<file path="src/rtl/sum_controller_if.sv">
// Host and datapath connection bundle for the summation controller.
// master: host plus datapath side (drives requests, done and result).
// slave: the controller itself.
interface sum_controller_if;
  logic        start;
  logic        abort;
  logic        ack;
  logic        busy;
  logic        res_valid;
  logic [15:0] res_data;
  logic        err;
  logic        dp_clr_n;
  logic        ld_sum;
  logic        ld_counter;
  logic        en_sum;
  logic        en_counter;
  logic        done;
  logic [15:0] result;

  modport master (
    output start, abort, ack, done, result,
    input  busy, res_valid, res_data, err,
    input  dp_clr_n, ld_sum, ld_counter, en_sum, en_counter
  );

  modport slave (
    input  start, abort, ack, done, result,
    output busy, res_valid, res_data, err,
    output dp_clr_n, ld_sum, ld_counter, en_sum, en_counter
  );
endinterface

</file>
<file path="src/rtl/sum_controller.sv">
// Summation controller: sequences an external accumulate/count datapath
// through clear, load and run phases, captures its result, and reports
// a timeout if the datapath never signals completion.
// Outputs are Moore outputs: they are decoded from the next state and
// registered, so they track the current state with no combinational path
// from the inputs.
module sum_controller #(
  parameter int unsigned TIMEOUT = 200
) (
  input logic             clk,
  input logic             rst,
  sum_controller_if.slave bus
);

  typedef enum logic [2:0] {
    ST_IDLE   = 3'd0,
    ST_CLEAR  = 3'd1,
    ST_LOAD   = 3'd2,
    ST_RUN    = 3'd3,
    ST_SETTLE = 3'd4,
    ST_HOLD   = 3'd5,
    ST_ERROR  = 3'd6
  } state_t;

  // Timer value seen during the last RUN cycle allowed before timeout.
  localparam logic [7:0] TIMER_LAST_C = 8'(TIMEOUT - 1);

  state_t      state_r;
  state_t      state_s;
  logic [7:0]  timer_r;
  logic [15:0] res_data_r;

  logic busy_r, res_valid_r, err_r, dp_clr_n_r;
  logic ld_sum_r, ld_counter_r, en_sum_r, en_counter_r;
  logic busy_s, res_valid_s, err_s, dp_clr_n_s;
  logic ld_sum_s, ld_counter_s, en_sum_s, en_counter_s;

  // State register plus registered copy of the state-decoded outputs.
  always_ff @(posedge clk or negedge rst) begin
    if (!rst) begin
      state_r      <= ST_IDLE;
      busy_r       <= 1'b0;
      res_valid_r  <= 1'b0;
      err_r        <= 1'b0;
      dp_clr_n_r   <= 1'b1;
      ld_sum_r     <= 1'b0;
      ld_counter_r <= 1'b0;
      en_sum_r     <= 1'b0;
      en_counter_r <= 1'b0;
    end else begin
      state_r      <= state_s;
      busy_r       <= busy_s;
      res_valid_r  <= res_valid_s;
      err_r        <= err_s;
      dp_clr_n_r   <= dp_clr_n_s;
      ld_sum_r     <= ld_sum_s;
      ld_counter_r <= ld_counter_s;
      en_sum_r     <= en_sum_s;
      en_counter_r <= en_counter_s;
    end
  end

  // Next-state logic; abort outranks done and timeout in the active phases.
  always_comb begin
    state_s = state_r;
    case (state_r)
      ST_IDLE: begin
        if (bus.start) state_s = ST_CLEAR;
        else           state_s = ST_IDLE;
      end
      ST_CLEAR: begin
        if (bus.abort) state_s = ST_IDLE;
        else           state_s = ST_LOAD;
      end
      ST_LOAD: begin
        if (bus.abort) state_s = ST_IDLE;
        else           state_s = ST_RUN;
      end
      ST_RUN: begin
        if (bus.abort)                    state_s = ST_IDLE;
        else if (bus.done)                state_s = ST_SETTLE;
        else if (timer_r == TIMER_LAST_C) state_s = ST_ERROR;
        else                              state_s = ST_RUN;
      end
      ST_SETTLE: begin
        if (bus.abort) state_s = ST_IDLE;
        else           state_s = ST_HOLD;
      end
      ST_HOLD: begin
        if (bus.ack) state_s = ST_IDLE;
        else         state_s = ST_HOLD;
      end
      ST_ERROR: begin
        if (bus.ack) state_s = ST_IDLE;
        else         state_s = ST_ERROR;
      end
      default: state_s = ST_IDLE;
    endcase
  end

  // Output decode of the state being entered; registered above.
  always_comb begin
    busy_s       = 1'b1;
    res_valid_s  = 1'b0;
    err_s        = 1'b0;
    dp_clr_n_s   = 1'b1;
    ld_sum_s     = 1'b0;
    ld_counter_s = 1'b0;
    en_sum_s     = 1'b0;
    en_counter_s = 1'b0;
    case (state_s)
      ST_IDLE:   busy_s       = 1'b0;
      ST_CLEAR:  dp_clr_n_s   = 1'b0;
      ST_LOAD: begin
        ld_sum_s     = 1'b1;
        ld_counter_s = 1'b1;
      end
      ST_RUN: begin
        en_sum_s     = 1'b1;
        en_counter_s = 1'b1;
      end
      ST_SETTLE: busy_s       = 1'b1;
      ST_HOLD:   res_valid_s  = 1'b1;
      ST_ERROR:  err_s        = 1'b1;
      default:   busy_s       = 1'b0;
    endcase
  end

  // Run timer: zeroed while loading, counts each RUN cycle, else holds.
  always_ff @(posedge clk or negedge rst) begin
    if (!rst) begin
      timer_r <= 8'd0;
    end else if (state_r == ST_LOAD) begin
      timer_r <= 8'd0;
    end else if (state_r == ST_RUN) begin
      timer_r <= timer_r + 8'd1;
    end else begin
      timer_r <= timer_r;
    end
  end

  // Result capture only on a completed SETTLE; an abort there skips it.
  always_ff @(posedge clk or negedge rst) begin
    if (!rst) begin
      res_data_r <= 16'd0;
    end else if ((state_r == ST_SETTLE) && (state_s == ST_HOLD)) begin
      res_data_r <= bus.result;
    end else begin
      res_data_r <= res_data_r;
    end
  end

  assign bus.busy       = busy_r;
  assign bus.res_valid  = res_valid_r;
  assign bus.res_data   = res_data_r;
  assign bus.err        = err_r;
  assign bus.dp_clr_n   = dp_clr_n_r;
  assign bus.ld_sum     = ld_sum_r;
  assign bus.ld_counter = ld_counter_r;
  assign bus.en_sum     = en_sum_r;
  assign bus.en_counter = en_counter_r;

endmodule

</file>
<file path="src/flat_wrapper.sv">
// flat-port wrapper written by rule: the top's interface ports become plain ports
module sum_controller_flat 
#(
  parameter int unsigned TIMEOUT = 200
)
  (clk, rst, bus_start, bus_abort, bus_ack, bus_done, bus_result, bus_busy, bus_res_valid, bus_res_data, bus_err, bus_dp_clr_n, bus_ld_sum, bus_ld_counter, bus_en_sum, bus_en_counter);
  sum_controller_if bus_i ();
  input logic clk;
  input logic rst;
  input wire logic [$bits(bus_i.start)-1:0] bus_start;
  input wire logic [$bits(bus_i.abort)-1:0] bus_abort;
  input wire logic [$bits(bus_i.ack)-1:0] bus_ack;
  input wire logic [$bits(bus_i.done)-1:0] bus_done;
  input wire logic [$bits(bus_i.result)-1:0] bus_result;
  output wire logic [$bits(bus_i.busy)-1:0] bus_busy;
  output wire logic [$bits(bus_i.res_valid)-1:0] bus_res_valid;
  output wire logic [$bits(bus_i.res_data)-1:0] bus_res_data;
  output wire logic [$bits(bus_i.err)-1:0] bus_err;
  output wire logic [$bits(bus_i.dp_clr_n)-1:0] bus_dp_clr_n;
  output wire logic [$bits(bus_i.ld_sum)-1:0] bus_ld_sum;
  output wire logic [$bits(bus_i.ld_counter)-1:0] bus_ld_counter;
  output wire logic [$bits(bus_i.en_sum)-1:0] bus_en_sum;
  output wire logic [$bits(bus_i.en_counter)-1:0] bus_en_counter;
  assign bus_i.start = bus_start;
  assign bus_i.abort = bus_abort;
  assign bus_i.ack = bus_ack;
  assign bus_i.done = bus_done;
  assign bus_i.result = bus_result;
  assign bus_busy = bus_i.busy;
  assign bus_res_valid = bus_i.res_valid;
  assign bus_res_data = bus_i.res_data;
  assign bus_err = bus_i.err;
  assign bus_dp_clr_n = bus_i.dp_clr_n;
  assign bus_ld_sum = bus_i.ld_sum;
  assign bus_ld_counter = bus_i.ld_counter;
  assign bus_en_sum = bus_i.en_sum;
  assign bus_en_counter = bus_i.en_counter;
  sum_controller #(.TIMEOUT(TIMEOUT)) u_core (.clk(clk), .rst(rst), .bus(bus_i));
endmodule
</file>
<file path="config.mk">
export PLATFORM = sky130hd
export DESIGN_NAME = sum_controller_flat
export DESIGN_NICKNAME = d
export VERILOG_FILES = /design/src/rtl/sum_controller_if.sv /design/src/rtl/sum_controller.sv /design/src/flat_wrapper.sv
export SDC_FILE = /design/constraint.sdc
export NUM_CORES = 1
export LEC_CHECK = 0
export ABC_AREA = 1
export CAP_MARGIN = 40
export CORE_ASPECT_RATIO = 1.2
export CORE_MARGIN = 2
export CORE_UTILIZATION = 46
export DETAILED_ROUTE_END_ITERATION = 7
export PLACE_DENSITY = 0.79
export SLEW_MARGIN = 20
export SYNTH_ARGS = -nofsm -noshare
export SYNTH_HDL_FRONTEND = slang
export SYNTH_SLANG_ARGS = --single-unit
</file>
<file path="constraint.sdc">
create_clock -name clk -period 1.65 [get_ports clk]
set_input_delay 0.2475 -clock clk [delete_from_list [all_inputs] [get_ports clk]]
set_output_delay 0.2475 -clock clk [all_outputs]
set_load 0.02 [all_outputs]
</file>
# After elaboration in Yosys (flattened, before gate mapping)
# Index checks and enable logic that the tools add are counted.
classes:
  n_shift: 0
  addsub: 1
  n_lt_le_gt_ge: 0
  bitwise_logic: 0
  n_eq_ne: 13
  n_mux: 18
  mul: 0
  reduce_logical: 4
  n_div: 0
op_table:
  columns: ["operator", "n"]
  rows:
  - ["case mux 3 bit (7 select lines)", 1]
  - ["== test 3 bit, second input constant", 6]
  - ["2-to-1 mux 3 bit", 6]
  - ["2-to-1 mux 8 bit", 2]
  - ["== test 3 x 2 -> 1 bit, second input constant", 4]
  - ["adder 8 x 1 -> 8 bit, second input constant", 1]
  - ["== test 8 bit, second input constant", 1]
  - ["2-to-1 mux 1 bit", 7]
  - ["== test 3 x 1 -> 1 bit, second input constant", 2]
  - ["OR reduction 6 bit", 1]
  - ["2-to-1 mux 2 bit", 2]
  - ["zero test 3 bit", 1]
  - ["nonzero test 2 bit", 1]
  - ["logical AND 1 bit", 1]
totals:
  mem_bits_ro: 0
  regBits: 33
  ramBits: 0
  in_bits: 22
  out_inout_bits: 24
  latchBits: 0
  n_memories: 0

# Logic depth before layout (Yosys ltp)
logic_depth:
  depth_word: 8
  mapped_depth: 9
  depth_no_buf: 9

# Worst setup path after synthesis
# No wires, ideal clock.
synth_timing:
  kind: "reg2reg"
  from: "reg u_core.state_r[1]"
  to: "reg u_core.res_data_r[10], in the netlist u_core.bus.res_data[10]"
  setup_time_ns: 0.125
  required_ns: 1.525
  stages_incl_launch_ff: 5
  t_arrival_ns: 1.200
  slack_ns: 0.325
  n_path_buf: 1
  path_cell_list: "dfrtp_1 nor2_2 nand3_4 buf_6 mux2_4"
synth_between:
  elab_chain_len: 4
  word_cells_on_any_way: 10
  cone_classes: "eq/ne: 7; mux: 1; reduce/logical: 2"
synth_lines:
  columns: ["element", "line", "source"]
  rows:
  - ["start: declaration", "sum_controller.sv:28", "state_t state_r;"]
  - ["start signal: assignment", "sum_controller.sv:51", "state_r <= state_s;"]
  - ["== test 3 bit, or another cell as far along", "sum_controller.sv:66", "case (state_r)"]
  - ["case mux 3 bit (7 select lines)", "sum_controller.sv:66", null]
  - ["== test 3 bit", "sum_controller.sv:146", "end else if ((state_r == ST_SETTLE) && (state_s == ST_HOLD)) begin"]
  - ["logical AND 1 bit (*)", "sum_controller.sv:146", null]
  - ["end signal: assignment", "sum_controller.sv:147", "res_data_r <= bus.result;"]
  - ["end signal: assignment", "sum_controller.sv:149", "res_data_r <= res_data_r;"]
  - ["end: declaration", "sum_controller.sv:31", "logic [15:0] res_data_r;"]
# Every way passes the cells marked *; elsewhere a longest branch is shown, timed or not.
# A chain may end at the register's enable or synchronous reset.

# Worst setup path in the final report
layout_timing:
  from: "reg u_core.res_data_r[15], in the netlist u_core.bus.res_data[15]"
  to: "out bus_res_data[15]"
layout_lines:
  columns: ["element", "line", "source"]
  rows:
  - ["end: declaration", "flat_wrapper.sv:17", "output wire logic [$bits(bus_i.res_data)-1:0] bus_res_data;"]
# No word-level cell between the ends.

==> flow_metrics.tcl <==
set metrics [dict create \
    overflow 0 \
    seqCellArea_um2 827 \
    largest_register_ffs 16 \
    cp.required_ns 1.40 \
    grt_pass1_vias 1272 \
    cts_root_buf "clkbuf_8" \
    dpl.hpwl_um 2770 \
    synth-seq-cells 33 \
    outcome "finished clean" \
    vias 1216 \
    finalHoldViolations 0 \
    crit_path_end_kind "output pin" \
    crit_buf_inv 1 \
    start_util 0.470 \
    cts_tree "done" \
    cts_made_buffers 5 \
    numPortBuffers 45 \
    holdWs_ns 0.346 \
    critPathLaunchType "flop" \
    synthSimpleGateAreaFrac 0.214 \
    worstPathMaxFanout 2 \
    synthAdderAreaFrac 0.00812 \
    via_per_inst 4.96 \
    final_cell_mix "clkdlybuf4s50_1 (44), nand2_1 (36), dfrtp_1 (32)" \
    gp_congestion 0.799 \
    finalNetCount 230 \
    powerDensity_nw_per_um2 1530 \
    ys_async_sr_fraction 1.00 \
    die_area_um2 3830 \
    multi_input_area_um2 613 \
    io_pins 46 \
    clk_pin_slew_ns 0.06 \
    max_stage_delay_ns 0.63 \
    grt_antenna_before_repair 0 \
    peakVddDrop_mv 1.07 \
    syn_area_um2 1540 \
    crit_type "reg2out" \
    rows 23 \
    ys_seq_area_frac 0.537 \
    area.growth.synth_to_final_pct 38.1 \
    fin_crit_sh 0.929 \
    wl_um 3640 \
    synthTopCellsByArea "dfrtp_1 (52%), mux2_4 (9.7%), nand2_1 (8.8%)" \
    synth_top_family_by_area "simple AND/OR/NAND/NOR gates" \
    cp_top_family "buffers and inverters" \
    post_drt_wl_per_cell_um 14.8 \
    ys_warn_count 0 \
    max_slew.worst_pin.slew_ns 0.403 \
    min_period_ns 1.53 \
    die_width_um 56.8 \
    setup_tns_ns 0 \
    drc_errors 0 \
    worstHoldPathType "in2async" \
    timing.fmax_mhz 652 \
    avgSynthCellArea_um2 9.95 \
    finalSetupViolations 0 \
    drtIter0Drc 33 \
    synth-compound-area-share 0.0341 \
    drive_gt1_frac 0.149 \
    clk_latency_ns 0.29 \
    grtUsageTotal 0.206 \
    syn_nets 178 \
    synth_edf_count 0 \
    cts_sinks 33 \
    yosys_most_used_dff "dfrtp_1" \
    yosysUniqueCellTypes 23 \
    fp.coreArea_um2 3280 \
    cts_max_level 2 \
    path_cells "clkdlybuf4s50_1" \
    slew-limit-headroom 0.731 \
    rsz0062_at_grt "false" \
    fp.dieH_um 67.4 \
    leakage_nw 1.09 \
    clockBufferDepth 2 \
    crit_arrival_ns 1.29 \
    finalMaxSlewViolations 0 \
    netlist_instances 155 \
    hold_buffers 0 \
    fin_skew_ns 0.00426 \
    grt_start_max_net_pins 34 \
    synth_top_area_share 0.519 \
    drtAntennaViolNets 0 \
    cpMaxStageDelayCell "clkdlybuf4s50_1" \
    synth-xor-area-share 0 \
    fill_cells 271 \
    maxCapViolCount 0 \
    final_common_cell "clkdlybuf4s50_1" \
    num_antenna_cells 0 \
    drtPass1Iterations 4 \
    synthMuxAreaShare 0.141 \
    grt_pass1_wl_um 5850 \
    cts_setup_buffers 0 \
    synth_top_cell_by_area "dfrtp_1" \
]
[layout make-up]
class / count / area share
sequential: 33 / 0.389
multi-input combinational: 99 / 0.288
timing repair buffer: 48 / 0.228
inverter: 20 / 0.0353
clock buffer: 6 / 0.0341
tap: 37 / 0.0218
clock inverter: 2 / 0.00470
[cell usage after synthesis, types with 2 or more instances]
cell,n
nand2_1,36
dfrtp_1,32
inv_1,20
nor2_1,19
mux2_4,10
nand3_1,7
mux2_2,6
nand4_1,6
a21oi_1,3
buf_4,2
o21bai_1,2
[stage by stage]
stage | setup slack, ns | instance area, µm² | instances | util | total power (W)
4_1_cts | 0.106 | 2130 | 245 | 0.649 | 0.00328
3_3_place_gp | 0.110 | 2050 | 237 | 0.624 | 0.00262
3_5_place_dp | 0.0582 | 2050 | 237 | 0.624 | 0.00270
5_1_grt | 0.0559 | 2130 | 245 | 0.649 | 0.00343
6_report | 0.117 | 2130 | 245 | 0.649 | 0.00325
2_1_floorplan | 0.325 | 1540 | 155 | - | 0.00206
[final timing paths]
path	from	end	slack (ns)	cells after the start
max reg2reg	u_core.timer_r[0]$_DFFE_PN0P_	u_core.bus.err$_DFF_PN0_	0.20	7
max in group asynchronous	rst	u_core.bus.dp_clr_n$_DFF_PN1_	0.98	2
min reg2reg	u_core.bus.res_data[0]$_DFFE_PN0P_	u_core.bus.res_data[0]$_DFFE_PN0P_	0.51	1
min in group clk	u_core.bus.res_data[0]$_DFFE_PN0P_	u_core.bus.res_data[0]$_DFFE_PN0P_	0.51	1
max	u_core.bus.res_data[15]$_DFFE_PN0P_	bus_res_data[15]	0.12	1
min	rst	u_core.bus.res_data[15]$_DFFE_PN0P_	0.35	2
[cells by family (layout without fill, tap and decap cells)]
family,Yosys count,after routing
compound gates,8,8
fa+ha+maj,1,1
buf+inv,23,76
flops,33,33
mux,16,16
simple gates,74,74
[where the power goes]
group	internal, W	switching (W)	total [W]	leakage (nW)
sequential	0.00108	0.000203	0.00128	0.439
clock	0.000292	0.000290	0.000581	0.0450
combinational	0.000686	0.000705	0.00139	0.603
total	0.00205	0.00120	0.00325	1.09
[layer usage]
| metal | track usage | wire length [µm] |
|---|---|---|
| met5 | 0 | 0 |
| met4 | 0.110 | 57 |
| met3 | 0.0383 | 134 |
| met2 | 0.375 | 2050 |
| met1 | 0.229 | 1390 |
[timing repair]
item	4_1_cts	5_1_grt
gates resized for setup	1	0
endpoints found under the setup margin	1	0
hold endpoints to repair	0	0
Power figures use the tool's default switching activity.
